**src/rtl/motion_compensator.sv**
```systemverilog
// rtl/motion_compensator.sv - fetches a motion-compensated 16x16 block, adds residuals, saturates and streams it out
module motion_compensator #(
    parameter int ROW_STRIDE = 32,
    parameter int MV_X_BIAS  = 8,
    parameter int MV_Y_BIAS  = 9
) (
    input  logic       clock,
    input  logic       reset,
    input  logic       start,
    input  logic [3:0] motionX,
    input  logic [3:0] motionY,
    output logic [9:0] AddressS,
    input  logic [7:0] S,
    output logic [7:0] AddressRes,
    input  logic [8:0] residual,
    output logic [7:0] out_pixel,
    output logic [7:0] out_index,
    output logic       out_last,
    output logic       out_valid,
    input  logic       out_ready,
    output logic       busy,
    output logic       completed
);

    typedef enum logic [1:0] {
        IDLE = 2'd0,
        RUN  = 2'd1,
        DONE = 2'd2
    } state_t;

    state_t            state;
    logic [7:0]        count;
    logic [3:0]        off_x;
    logic [3:0]        off_y;
    logic [4:0]        row_sum;
    logic [4:0]        col_sum;
    logic signed [9:0] sum;
    logic [7:0]        sat_pixel;
    logic              adv;

    // Offsets are 4-bit and the block is 16 wide, so the 5-bit sums stay below 31.
    assign row_sum = {1'b0, off_y} + {1'b0, count[7:4]};
    assign col_sum = {1'b0, off_x} + {1'b0, count[3:0]};
    assign adv     = !out_valid || out_ready;
    assign busy    = (state != IDLE);

    // count parks at 255 in DONE, so the addresses naturally hold their last value there.
    always_comb begin
        AddressS   = '0;
        AddressRes = '0;
        if (state != IDLE) begin
            AddressS   = 10'(row_sum * ROW_STRIDE) + 10'(col_sum);
            AddressRes = count;
        end
    end

    assign sum = $signed({2'b00, S}) + $signed({residual[8], residual});

    always_comb begin
        sat_pixel = sum[7:0];
        if (sum[9]) begin
            sat_pixel = 8'h00;
        end else if (sum[8]) begin
            sat_pixel = 8'hFF;
        end
    end

    always_ff @(posedge clock) begin
        if (reset) begin
            state     <= IDLE;
            count     <= 8'd0;
            off_x     <= 4'd0;
            off_y     <= 4'd0;
            out_valid <= 1'b0;
            out_pixel <= 8'd0;
            out_index <= 8'd0;
            out_last  <= 1'b0;
            completed <= 1'b0;
        end else begin
            completed <= 1'b0;
            case (state)
                IDLE: begin
                    if (out_valid && out_ready) begin
                        out_valid <= 1'b0;
                    end
                    if (start) begin
                        off_x <= motionX + 4'(MV_X_BIAS);
                        off_y <= motionY + 4'(MV_Y_BIAS);
                        count <= 8'd0;
                        state <= RUN;
                    end
                end
                RUN: begin
                    if (adv) begin
                        out_pixel <= sat_pixel;
                        out_index <= count;
                        out_last  <= (count == 8'hFF);
                        out_valid <= 1'b1;
                        if (count == 8'hFF) begin
                            state <= DONE;
                        end else begin
                            count <= count + 8'd1;
                        end
                    end
                end
                DONE: begin
                    if (out_valid && out_ready) begin
                        out_valid <= 1'b0;
                        completed <= 1'b1;
                        state     <= IDLE;
                    end
                end
                default: state <= IDLE;
            endcase
        end
    end

endmodule

```
**config.mk**
```make
export PLATFORM = sky130hd
export DESIGN_NAME = motion_compensator
export DESIGN_NICKNAME = d
export VERILOG_FILES = /design/src/rtl/motion_compensator.sv
export SDC_FILE = /design/constraint.sdc
export NUM_CORES = 1
export LEC_CHECK = 0
export ABC_AREA = 1
export CORE_MARGIN = 2
export CORE_UTILIZATION = 40
export CTS_BUF_LIST = sky130_fd_sc_hd__clkbuf_4
export DETAILED_ROUTE_END_ITERATION = 7
export HOLD_SLACK_MARGIN = 0.06
export MAX_ROUTING_LAYER = met4
export PLACE_DENSITY = 0.72
export SLEW_MARGIN = 5
export SYNTH_ARGS = -nofsm -noshare
export SYNTH_HDL_FRONTEND = slang
export SYNTH_SLANG_ARGS = --single-unit
export TNS_END_PERCENT = 1
```
**constraint.sdc**
```tcl
create_clock -name clock -period 1.5 [get_ports clock]
set_input_delay 0.15 -clock clock [delete_from_list [all_inputs] [get_ports clock]]
set_output_delay 0.15 -clock clock [all_outputs]
set_load 0.02 [all_outputs]
```
==> results of run 1 <==
[kinds of logic after synthesis]
group	count (synthesis)	share of synthesized area, %
DFF	37	32.4
xor gates and xnor gates	7	2.68
adders and majority gates	21	12.5
and+or+nand+nor	145	27.6
buffers and inverters	49	9.03
AOI/OAI and AO/OA	69	15.8
[state kept, by name, summed over array words and instances (netlist names)]
name	flops
out_valid	1
count	8
completed	1
out_pixel	8
state	2
off_x	4
out_last	1
out_index	8
off_y	4
[cell usage after synthesis, types with 2 or more instances]
master	number	area share, %
sky130_fd_sc_hd__a21oi_1	40	8.8
sky130_fd_sc_hd__o21ai_0	25	5.5
sky130_fd_sc_hd__clkbuf_1	4	0.66
sky130_fd_sc_hd__inv_2	2	0.33
sky130_fd_sc_hd__fa_1	3	2.6
sky130_fd_sc_hd__dfxtp_1	37	32
sky130_fd_sc_hd__nand2_1	77	13
sky130_fd_sc_hd__nand4_1	3	0.82
sky130_fd_sc_hd__ha_1	18	9.9
sky130_fd_sc_hd__inv_1	40	6.6
sky130_fd_sc_hd__nand3_1	19	4.2
sky130_fd_sc_hd__xnor2_1	5	1.9
sky130_fd_sc_hd__nand2_2	2	0.55
sky130_fd_sc_hd__nor2_1	37	6.1
sky130_fd_sc_hd__buf_6	3	1.5
sky130_fd_sc_hd__xor2_1	2	0.77
[worst max-delay path: stages, from the launching register on]
cell                      delay [ns]
sky130_fd_sc_hd__dfxtp_2        0.37
sky130_fd_sc_hd__ha_4           0.14
sky130_fd_sc_hd__inv_2          0.03
sky130_fd_sc_hd__fa_2           0.37
sky130_fd_sc_hd__o21ai_2        0.15
sky130_fd_sc_hd__a21oi_2        0.07
sky130_fd_sc_hd__nor2_2         0.10
sky130_fd_sc_hd__buf_6          0.12
[area by class of cell]
type	instances	area, µm²
clock inverters	3	46.3
fillers	479	1870
multi-input cells	242	1510
inverters	42	158
flip-flops and latches	37	757
repair buffers	116	1030
well taps	72	90.1
clock buffers	5	37.5
[power breakdown]
part	internal (W)	leakage (nW)	switching, W
logic	0.000485	1.44	0.000551
clock network	0.000353	0.0414	0.000352
registers	0.00107	0.308	0.0000604
total	0.00191	1.79	0.000964
[metal layers]
| layer | up-vias | GRT usage (%) |
|---|---|---|
| met2 | 59 | 39.2 |
| met4 | 0 | 5.17 |
| li1 | 1289 | - |
| met3 | 8 | 2.83 |
| met1 | 1163 | 23.7 |
| met5 | - | - |
[per-stage QoR]
step	power (W)	util (%)	TNS [ns]	std cells
after floorplan	0.00168	-	-0.403	328
after global placement	0.00213	61.4	-7.89	509
after detailed placement	0.00214	61.4	-9.09	509
after CTS	0.00286	64.1	-3.14	517
after global routing	0.00306	66.0	-5.79	517
final	0.00287	66.0	-3.07	517
[path summary, 6_finish.rpt]
kind           startpoint            to  slack (ns)  cells past startpoint
max              off_x[0]   AddressS[4]       -0.34                      7
min            motionX[3]      off_x[3]        0.40                      2
max reg2reg      count[0]      count[7]       -0.14                     10
min reg2reg  out_pixel[7]  out_pixel[7]        0.48                      2
[repair_timing]
action	in CTS	in global routing
cloned	0	0
endpoints found under the setup margin	43	43
pin swaps	6	8
buffers inserted	0	0
gates resized for setup	107	32
==> reports/qor.txt, run 1 <==
CRITICAL PATH
---------------------------------------------------------------------------------
Required @ worst endpoint                                                 1.35 ns
Critical Path Fanout Max                                                        2
CP Data Arrival Time                                                      1.69 ns
Critical Path Start Type                                                     flop
Crit end category                                                     output port
Category of the most critical setup path                                  reg2out

STA
---------------------------------------------------------------------------------
Post-route minimum period                                                 1.84 ns
Count of endpoints failing setup in the final report                           25
Worst slew pin tran                                                      0.461 ns
Post-route clock skew                                                  0.00334 ns
Number of max-slew violations in the final report                               0
Fraction of the cycle the final worst path needs                             123%
Endpoints failing hold                                                          0
Fmax                                                                    0.543 GHz
Worst Setup Slack, final                                                -0.343 ns
Worst hold slack                                                         0.395 ns
RSZ-0062 raised after global routing                                         true
Remaining max-slew budget at the tightest pin                               69.3%

GLOBAL ROUTE
---------------------------------------------------------------------------------
Antenna violations before repair                                                0
Largest net degree at the start of global routing                              17
Global-route congestion overflow total                                          0
Number of global-route vias before repair                                    2489
Global-route wire length before repair                                   10600 µm
Overall routing resource usage                                              21.1%

ROUTING
---------------------------------------------------------------------------------
Top Metal Used                                                               met4
DRC violation total after the first TritonRoute iteration                     100
Length of the first detailed-routing pass in iterations                         4
Wire length on met3                                                        248 µm
Via-to-Cell Ratio                                                            4.87
Avg WL per Cell                                                           12.4 µm
Routed metal-1 wirelength                                                 2710 µm
DR WL met2                                                                3350 µm
Final wirelength                                                          6390 µm
Total DRC errors in the routed layout                                           0
Antenna-violating nets left                                                     0
Detailed-route via count                                                     2519

PLACE
---------------------------------------------------------------------------------
Number of port buffers                                                         66
Detailed placement HPWL                                                   5020 µm
Routability-driven placement congestion ratio                               0.875
Placed cell areas                                                     0.00338 mm²
Setup slack after placement                                             -0.600 ns

LOGIC SYNTHESIS
---------------------------------------------------------------------------------
EDFF count, synth                                                               0
Synth Instances                                                               328
FF+latch count, synth                                                          37
Number of warnings reported in the yosys synthesis log                          0
Area of the mapped netlist                                            0.00229 mm²
Register area share after synthesis                                         32.4%
Main flop type after synthesis                                       sky130_fd_sc_hd__dfxtp_1
Async SR Flop Fraction                                                         0%
Yosys cell types                                                               27
Nets in the synthesized netlist                                               378
Mean instance size in the synthesized netlist                            6.97 µm²

CTS
---------------------------------------------------------------------------------
CTS clock-pin slew for the worst setup and hold paths                     0.12 ns
# hold bufs at CTS                                                              0
Source-to-sink clock delay at the later pin of the worst-skew pair        0.34 ns
Level count of the clock H-tree                                                 2
Number of buffers between clock root and the deepest sink                       2
Clock net sink count                                                           37
CTS tree                                                                    built
TritonCTS buffer count                                                          5
Root cell of the clock tree                                          sky130_fd_sc_hd__clkbuf_4

CELLS AND AREA
---------------------------------------------------------------------------------
Layout cell share with drive strength beyond 1                              28.3%
Layout overhead on the synthesized area                                     58.9%
Commonest non-fill, non-tap cell in the layout                       sky130_fd_sc_hd__nand2_1
Post-route cell area                                                  0.00363 mm²
Antenna fix cells                                                               0
Number of nets in the layout                                                  494
Most frequent cells in the layout                                    sky130_fd_sc_hd__nand2_1 (71), sky130_fd_sc_hd__buf_4 (52), sky130_fd_sc_hd__inv_1 (38), sky130_fd_sc_hd__a21oi_1 (38), sky130_fd_sc_hd__nor2_1 (36)

FLOW RUN
---------------------------------------------------------------------------------
Number of max-cap violations                                                    0

DIE
---------------------------------------------------------------------------------
Core Rows                                                                      27
Area inside the core boundary                                         0.00551 mm²
Starting Density                                                            41.5%
Number of primary I/O pins                                                     67
Vertical die dimension                                                    79.6 µm
Die Outline Area                                                      0.00634 mm²
Width of the die                                                          79.6 µm

OUTCOME
---------------------------------------------------------------------------------
Run status                                                           complete, but fails checks
Failing checks                                                       negative setup slack

PWR
---------------------------------------------------------------------------------
Worst vdd rail ir drop                                                 0.000425 V
Power density over the cells                                           791 mW/mm²
Static power due to leakage                                               1.79 nW

HOLD PATH
---------------------------------------------------------------------------------
Kind of path behind the tightest hold check                                in2reg

(Power assumes the default switching activity.)
==> run 2, diff against run 1 <==
--- a/config.mk
+++ b/config.mk
@@ -17,4 +17,4 @@
 export SYNTH_ARGS = -nofsm -noshare
 export SYNTH_HDL_FRONTEND = slang
 export SYNTH_SLANG_ARGS = --single-unit
-export TNS_END_PERCENT = 1
+export TNS_END_PERCENT = 20
==> run 2 against run 1 <==
Against the previous run:
- final cell count is 0.39% higher
- the run still ends with negative setup slack left
- wire length increased by 5.6%
- largest power group unchanged
- combinational power up 6%
==> reports/qor.txt, run 2 (synthesis gave the netlist of run 1 again) <==
CELLS AND AREA
---------------------------------------------------------------------------------
Most frequent cells in the layout                                    sky130_fd_sc_hd__nand2_1 (65), sky130_fd_sc_hd__buf_4 (52), sky130_fd_sc_hd__inv_1 (36), sky130_fd_sc_hd__nor2_1 (35), sky130_fd_sc_hd__a21oi_1 (34)
Antenna fix cells                                                               0
Commonest non-fill, non-tap cell in the layout                       sky130_fd_sc_hd__nand2_1
Number of nets in the layout                                                  496
Layout overhead on the synthesized area                                     64.9%
Biggest registers after layout                                       count: 8 flops, out_index: 8 flops, out_pixel: 8 flops
Layout cell share with drive strength beyond 1                              33.6%

CRITICAL PATH
---------------------------------------------------------------------------------
Startpoint of the worst register-to-register path                        count[0]
Crit end category                                                     output port
Required @ worst endpoint                                                 1.35 ns
Length in cells of the worst reg-to-reg path                                   10
CP Data Arrival Time                                                      1.70 ns
Reg-to-Reg End                                                           count[7]
Category of the most critical setup path                                  reg2out
Critical Path Fanout Max                                                        2
Setup slack of the most critical reg-to-reg path                         -0.13 ns
Critical Path Start Type                                                     flop

GLOBAL ROUTE
---------------------------------------------------------------------------------
Number of global-route vias before repair                                    2534
Global-route congestion overflow total                                          0
Global-route wire length before repair                                   10900 µm
Overall routing resource usage                                              21.7%
Antenna violations before repair                                                0
Largest net degree at the start of global routing                              17

ROUTING
---------------------------------------------------------------------------------
Via-to-Cell Ratio                                                            4.89
Avg WL per Cell                                                           13.0 µm
Total DRC errors in the routed layout                                           0
Detailed-route via count                                                     2540
Antenna-violating nets left                                                     0
Length of the first detailed-routing pass in iterations                         4
Final wirelength                                                          6740 µm
DRC violation total after the first TritonRoute iteration                      96

CTS
---------------------------------------------------------------------------------
Source-to-sink clock delay at the later pin of the worst-skew pair        0.34 ns
Number of buffers between clock root and the deepest sink                       2
CTS tree                                                                    built
# hold bufs at CTS                                                              0
CTS clock-pin slew for the worst setup and hold paths                     0.12 ns
TritonCTS buffer count                                                          5
Level count of the clock H-tree                                                 2
Root cell of the clock tree                                          sky130_fd_sc_hd__clkbuf_4
Clock net sink count                                                           37

STA
---------------------------------------------------------------------------------
Worst Setup Slack, final                                                -0.347 ns
Fraction of the cycle the final worst path needs                             123%
RSZ-0062 raised after global routing                                         true
Worst slew pin tran                                                      0.470 ns
Number of max-slew violations in the final report                               0
Post-route clock skew                                                  0.00775 ns
Count of endpoints failing setup in the final report                           17
Remaining max-slew budget at the tightest pin                               68.7%
Endpoints failing hold                                                          0
Worst hold slack                                                         0.307 ns
Fmax                                                                    0.542 GHz
Post-route minimum period                                                 1.85 ns

OUTCOME
---------------------------------------------------------------------------------
Run status                                                           complete, but fails checks
Failing checks                                                       negative setup slack

HOLD PATH
---------------------------------------------------------------------------------
Worst min-delay path startpoint                                              S[0]
Sink of the worst hold path                                          out_pixel[0]
WHS Path Cells                                                                  6
Kind of path behind the tightest hold check                                in2reg

DIE
---------------------------------------------------------------------------------
Number of primary I/O pins                                                     67
Width of the die                                                          79.6 µm
Die Outline Area                                                      0.00634 mm²
Core Rows                                                                      27
Starting Density                                                            41.5%
Area inside the core boundary                                         0.00551 mm²
Vertical die dimension                                                    79.6 µm

PLACE
---------------------------------------------------------------------------------
Detailed placement HPWL                                                   5020 µm
Setup slack after placement                                             -0.600 ns
Number of port buffers                                                         66
Routability-driven placement congestion ratio                               0.875

FLOW RUN
---------------------------------------------------------------------------------
Number of max-cap violations                                                    0

PWR
---------------------------------------------------------------------------------
Static power due to leakage                                               1.90 nW
Power density over the cells                                           779 mW/mm²
Worst vdd rail ir drop                                                 0.000436 V

==> run 2: routing by layer <==
metal	up-vias	GRT usage [%]	wire (µm)	part of all wire, %
met1	1173	23.9	2790	41
met5	-	-	0	0
li1	1299	-	-	-
met4	0	5.69	77	1.1
met2	58	40.3	3600	53
met3	10	3.51	276	4.1
==> run 2: how the worst max path moves through the flow <==
| stage | end | start | cells after the start | slack [ns] |
|---|---|---|---|---|
| detailed placement | out_pixel[1] | S[0] | 12 | -0.60 |
| CTS | AddressS[4] | count[0] | 7 | -0.35 |
| global route | AddressS[4] | off_x[0] | 7 | -0.42 |
| floorplan | AddressS[4] | count[0] | 6 | -0.04 |
| finish | AddressS[2] | count[0] | 7 | -0.35 |
| global placement | out_pixel[0] | S[0] | 12 | -0.53 |
==> run 2: cell type report <==
| type | instances | area (µm²) |
|---|---|---|
| inverter | 42 | 158 |
| timing repair buffer | 118 | 1070 |
| clock buffer | 5 | 37.5 |
| tap | 72 | 90.1 |
| clock inverter | 3 | 46.3 |
| sequential | 37 | 763 |
| fill | 451 | 1740 |
| multi-input combinational | 242 | 1610 |
==> run 2: critical path, stage by stage, from the launching register on <==
cell                      delay [ns]
sky130_fd_sc_hd__dfxtp_2        0.37
sky130_fd_sc_hd__ha_4           0.13
sky130_fd_sc_hd__inv_2          0.03
sky130_fd_sc_hd__fa_2           0.35
sky130_fd_sc_hd__buf_6          0.14
sky130_fd_sc_hd__o21ai_4        0.14
sky130_fd_sc_hd__a21oi_2        0.05
sky130_fd_sc_hd__buf_6          0.13
==> run 2: power breakdown <==
group	internal [W]	switching, W	total [W]
registers	0.00107	0.0000618	0.00113
clock network	0.000353	0.000352	0.000705
logic	0.000510	0.000590	0.00110
==> run 2: metrics by stage <==
step           cells  power, W  utilization (%)  setup TNS (ns)  area, µm²
6_report         519   0.00294             68.5           -2.78       3770
3_3_place_gp     509   0.00213             61.4           -7.89       3380
4_1_cts          519   0.00288             65.2           -2.98       3590
5_1_grt          519   0.00311             68.5           -4.67       3770
2_1_floorplan    328   0.00168                -          -0.403       2290
3_5_place_dp     509   0.00214             61.4           -9.09       3380
==> run 2: what timing repair did <==
action,4_1_cts,5_1_grt
hold endpoints to repair,0,0
endpoints found under the setup margin,43,43
resized for setup,119,66
pin swaps,13,24
setup buffers,2,0
==> patch, RTL diff (config.mk and constraints of run 2) <==
Re-encode `state_t` (3 states) as one-hot, 3 bits wide.
--- a/src/rtl/motion_compensator.sv
+++ b/src/rtl/motion_compensator.sv
@@ -22,10 +22,10 @@
     output logic       completed
 );
 
-    typedef enum logic [1:0] {
-        IDLE = 2'd0,
-        RUN  = 2'd1,
-        DONE = 2'd2
+    typedef enum logic [2:0] {
+        IDLE = 3'b001,
+        RUN  = 3'b010,
+        DONE = 3'b100
     } state_t;
 
     state_t            state;
Formal check against the unedited RTL: same outputs for any inputs over 10 cycles, from zero or initial values and one cycle with reset high; not proved beyond that.
==> patch against run 2 <==
The flow still finishes with violations (setup timing); cell area is 7.9% higher; setup slack worse by 0.024 ns; routed wire length is 2.7% higher; first-iteration DRC count is 10% higher; critical path depth is 1 lower; sequential cell count is 1 higher; power is 6.3% higher; synthesized area is 8.5% higher; final cell count is 4.6% higher; largest cell class unchanged; largest power group unchanged.
==> patch: results (changes against run 2) <==
SYNTH_AREA_LEADERS='dfxtp_1 (31%), nand2_1 (14%), ha_1 (9.1%), a21oi_1 (6.7%), inv_1 (6.2%)'
SYNTHESIS.INSTANCES=354  # +7.9%
MET1WIRELENGTH_MM=3.02  # +8.1%
DRT_FIRST_ITER_VIOLATIONS=106  # +10%
TIGHTEST_SLEW_NS=0.587  # +0.118 ns
GRT_USE_MET2_PCT=36.1  # -4.1 points
VIOLATIONS_IN_THE_FINAL_REPORTS='setup timing'
POWER.LEAKAGE_nW=2.23  # +17%
WIRELENGTH_MM=6.93  # +2.7%
REPORT.POWER.TOTAL_mW=3.12  # +6.3%
RUN_STATUS='finished with violations'
LAYOUT.FILLER_CELLS=487  # +8.0%
WORSTSETUPENDPOINT='AddressS[1]'
MET3_WIRELENGTH_UM=224  # -19%
WORSTREG2REGSTART='count[1]$_SDFFE_PP0P_'
GLOBAL_ROUTE.USAGE.MET3_PCT=3.26  # -0.25 points
PRE_CTS_WS_NS=-0.570  # +0.0302 ns
MAX-VDD-IR-DROP_V=0.000646  # +48%
SETUP_SLACK_NS=-0.370  # -0.0238 ns
POST_ROUTE_CELLS_DRIVE_ABOVE_1_SHARE_PCT=36.5  # +3.0 points
SETUP-VIOLATIONS-FINAL=14  # -3
GRT_START_MAX_NET_PINS=20  # +3
POWER.SWITCHING_uW=994  # -1.0%
DETAILROUTE.VIA_COUNT=2621  # +3.2%
CLOCK_SKEW_NS=0.0120  # +0.00429 ns
SYNTH.YOSYS.SEQ_AREA_SHARE_PCT=30.7  # -1.7 points
SYNTHESIS.NETS=404  # +6.9%
GRT_UTIL_ALL_LAYERS_PCT=20.9  # -0.74 points
TIMING.REG2REG.WORST_PATH_DEPTH=8  # -2
REG2REG_SETUP_SLACK_NS=-0.03  # +0.10 ns
-- patch: cell types whose count changed after synthesis, sizes merged, moves of 2 or more --
cell and delta:
a21oi -6, buf +4, clkbuf -2, inv +5, nand2 +20, nand3 -6
nand4 -2, nor2 +7, o21ai -2, xnor2 +2, xor2 +2
-- patch: cell type report --
class | instances | share of cell area, %
clock buffer | 5 | 0.923
timing repair buffer | 115 | 27.6
tap | 75 | 2.31
inverter | 47 | 4.46
multi-input combinational | 260 | 43.9
clock inverter | 3 | 1.69
sequential | 38 | 19.1
-- patch: worst reg2reg max path: stages, from the launching register on --
cell,delay [ns]
dfxtp_2,0.37
buf_6,0.11
buf_6,0.11
ha_4,0.12
and3_4,0.19
nand2_4,0.07
o211ai_4,0.25
nand2_1,0.10
a21oi_1,0.14
-- patch: kinds of logic after synthesis --
kind of cell    count (synthesis)  synth area share, %
simple gates                  166                 30.7
buf+inv                        56                 8.93
flops                          38                 30.7
compound gates                 62                 14.4
xor+xnor                       11                 3.88
fa+ha+maj                      21                 11.5
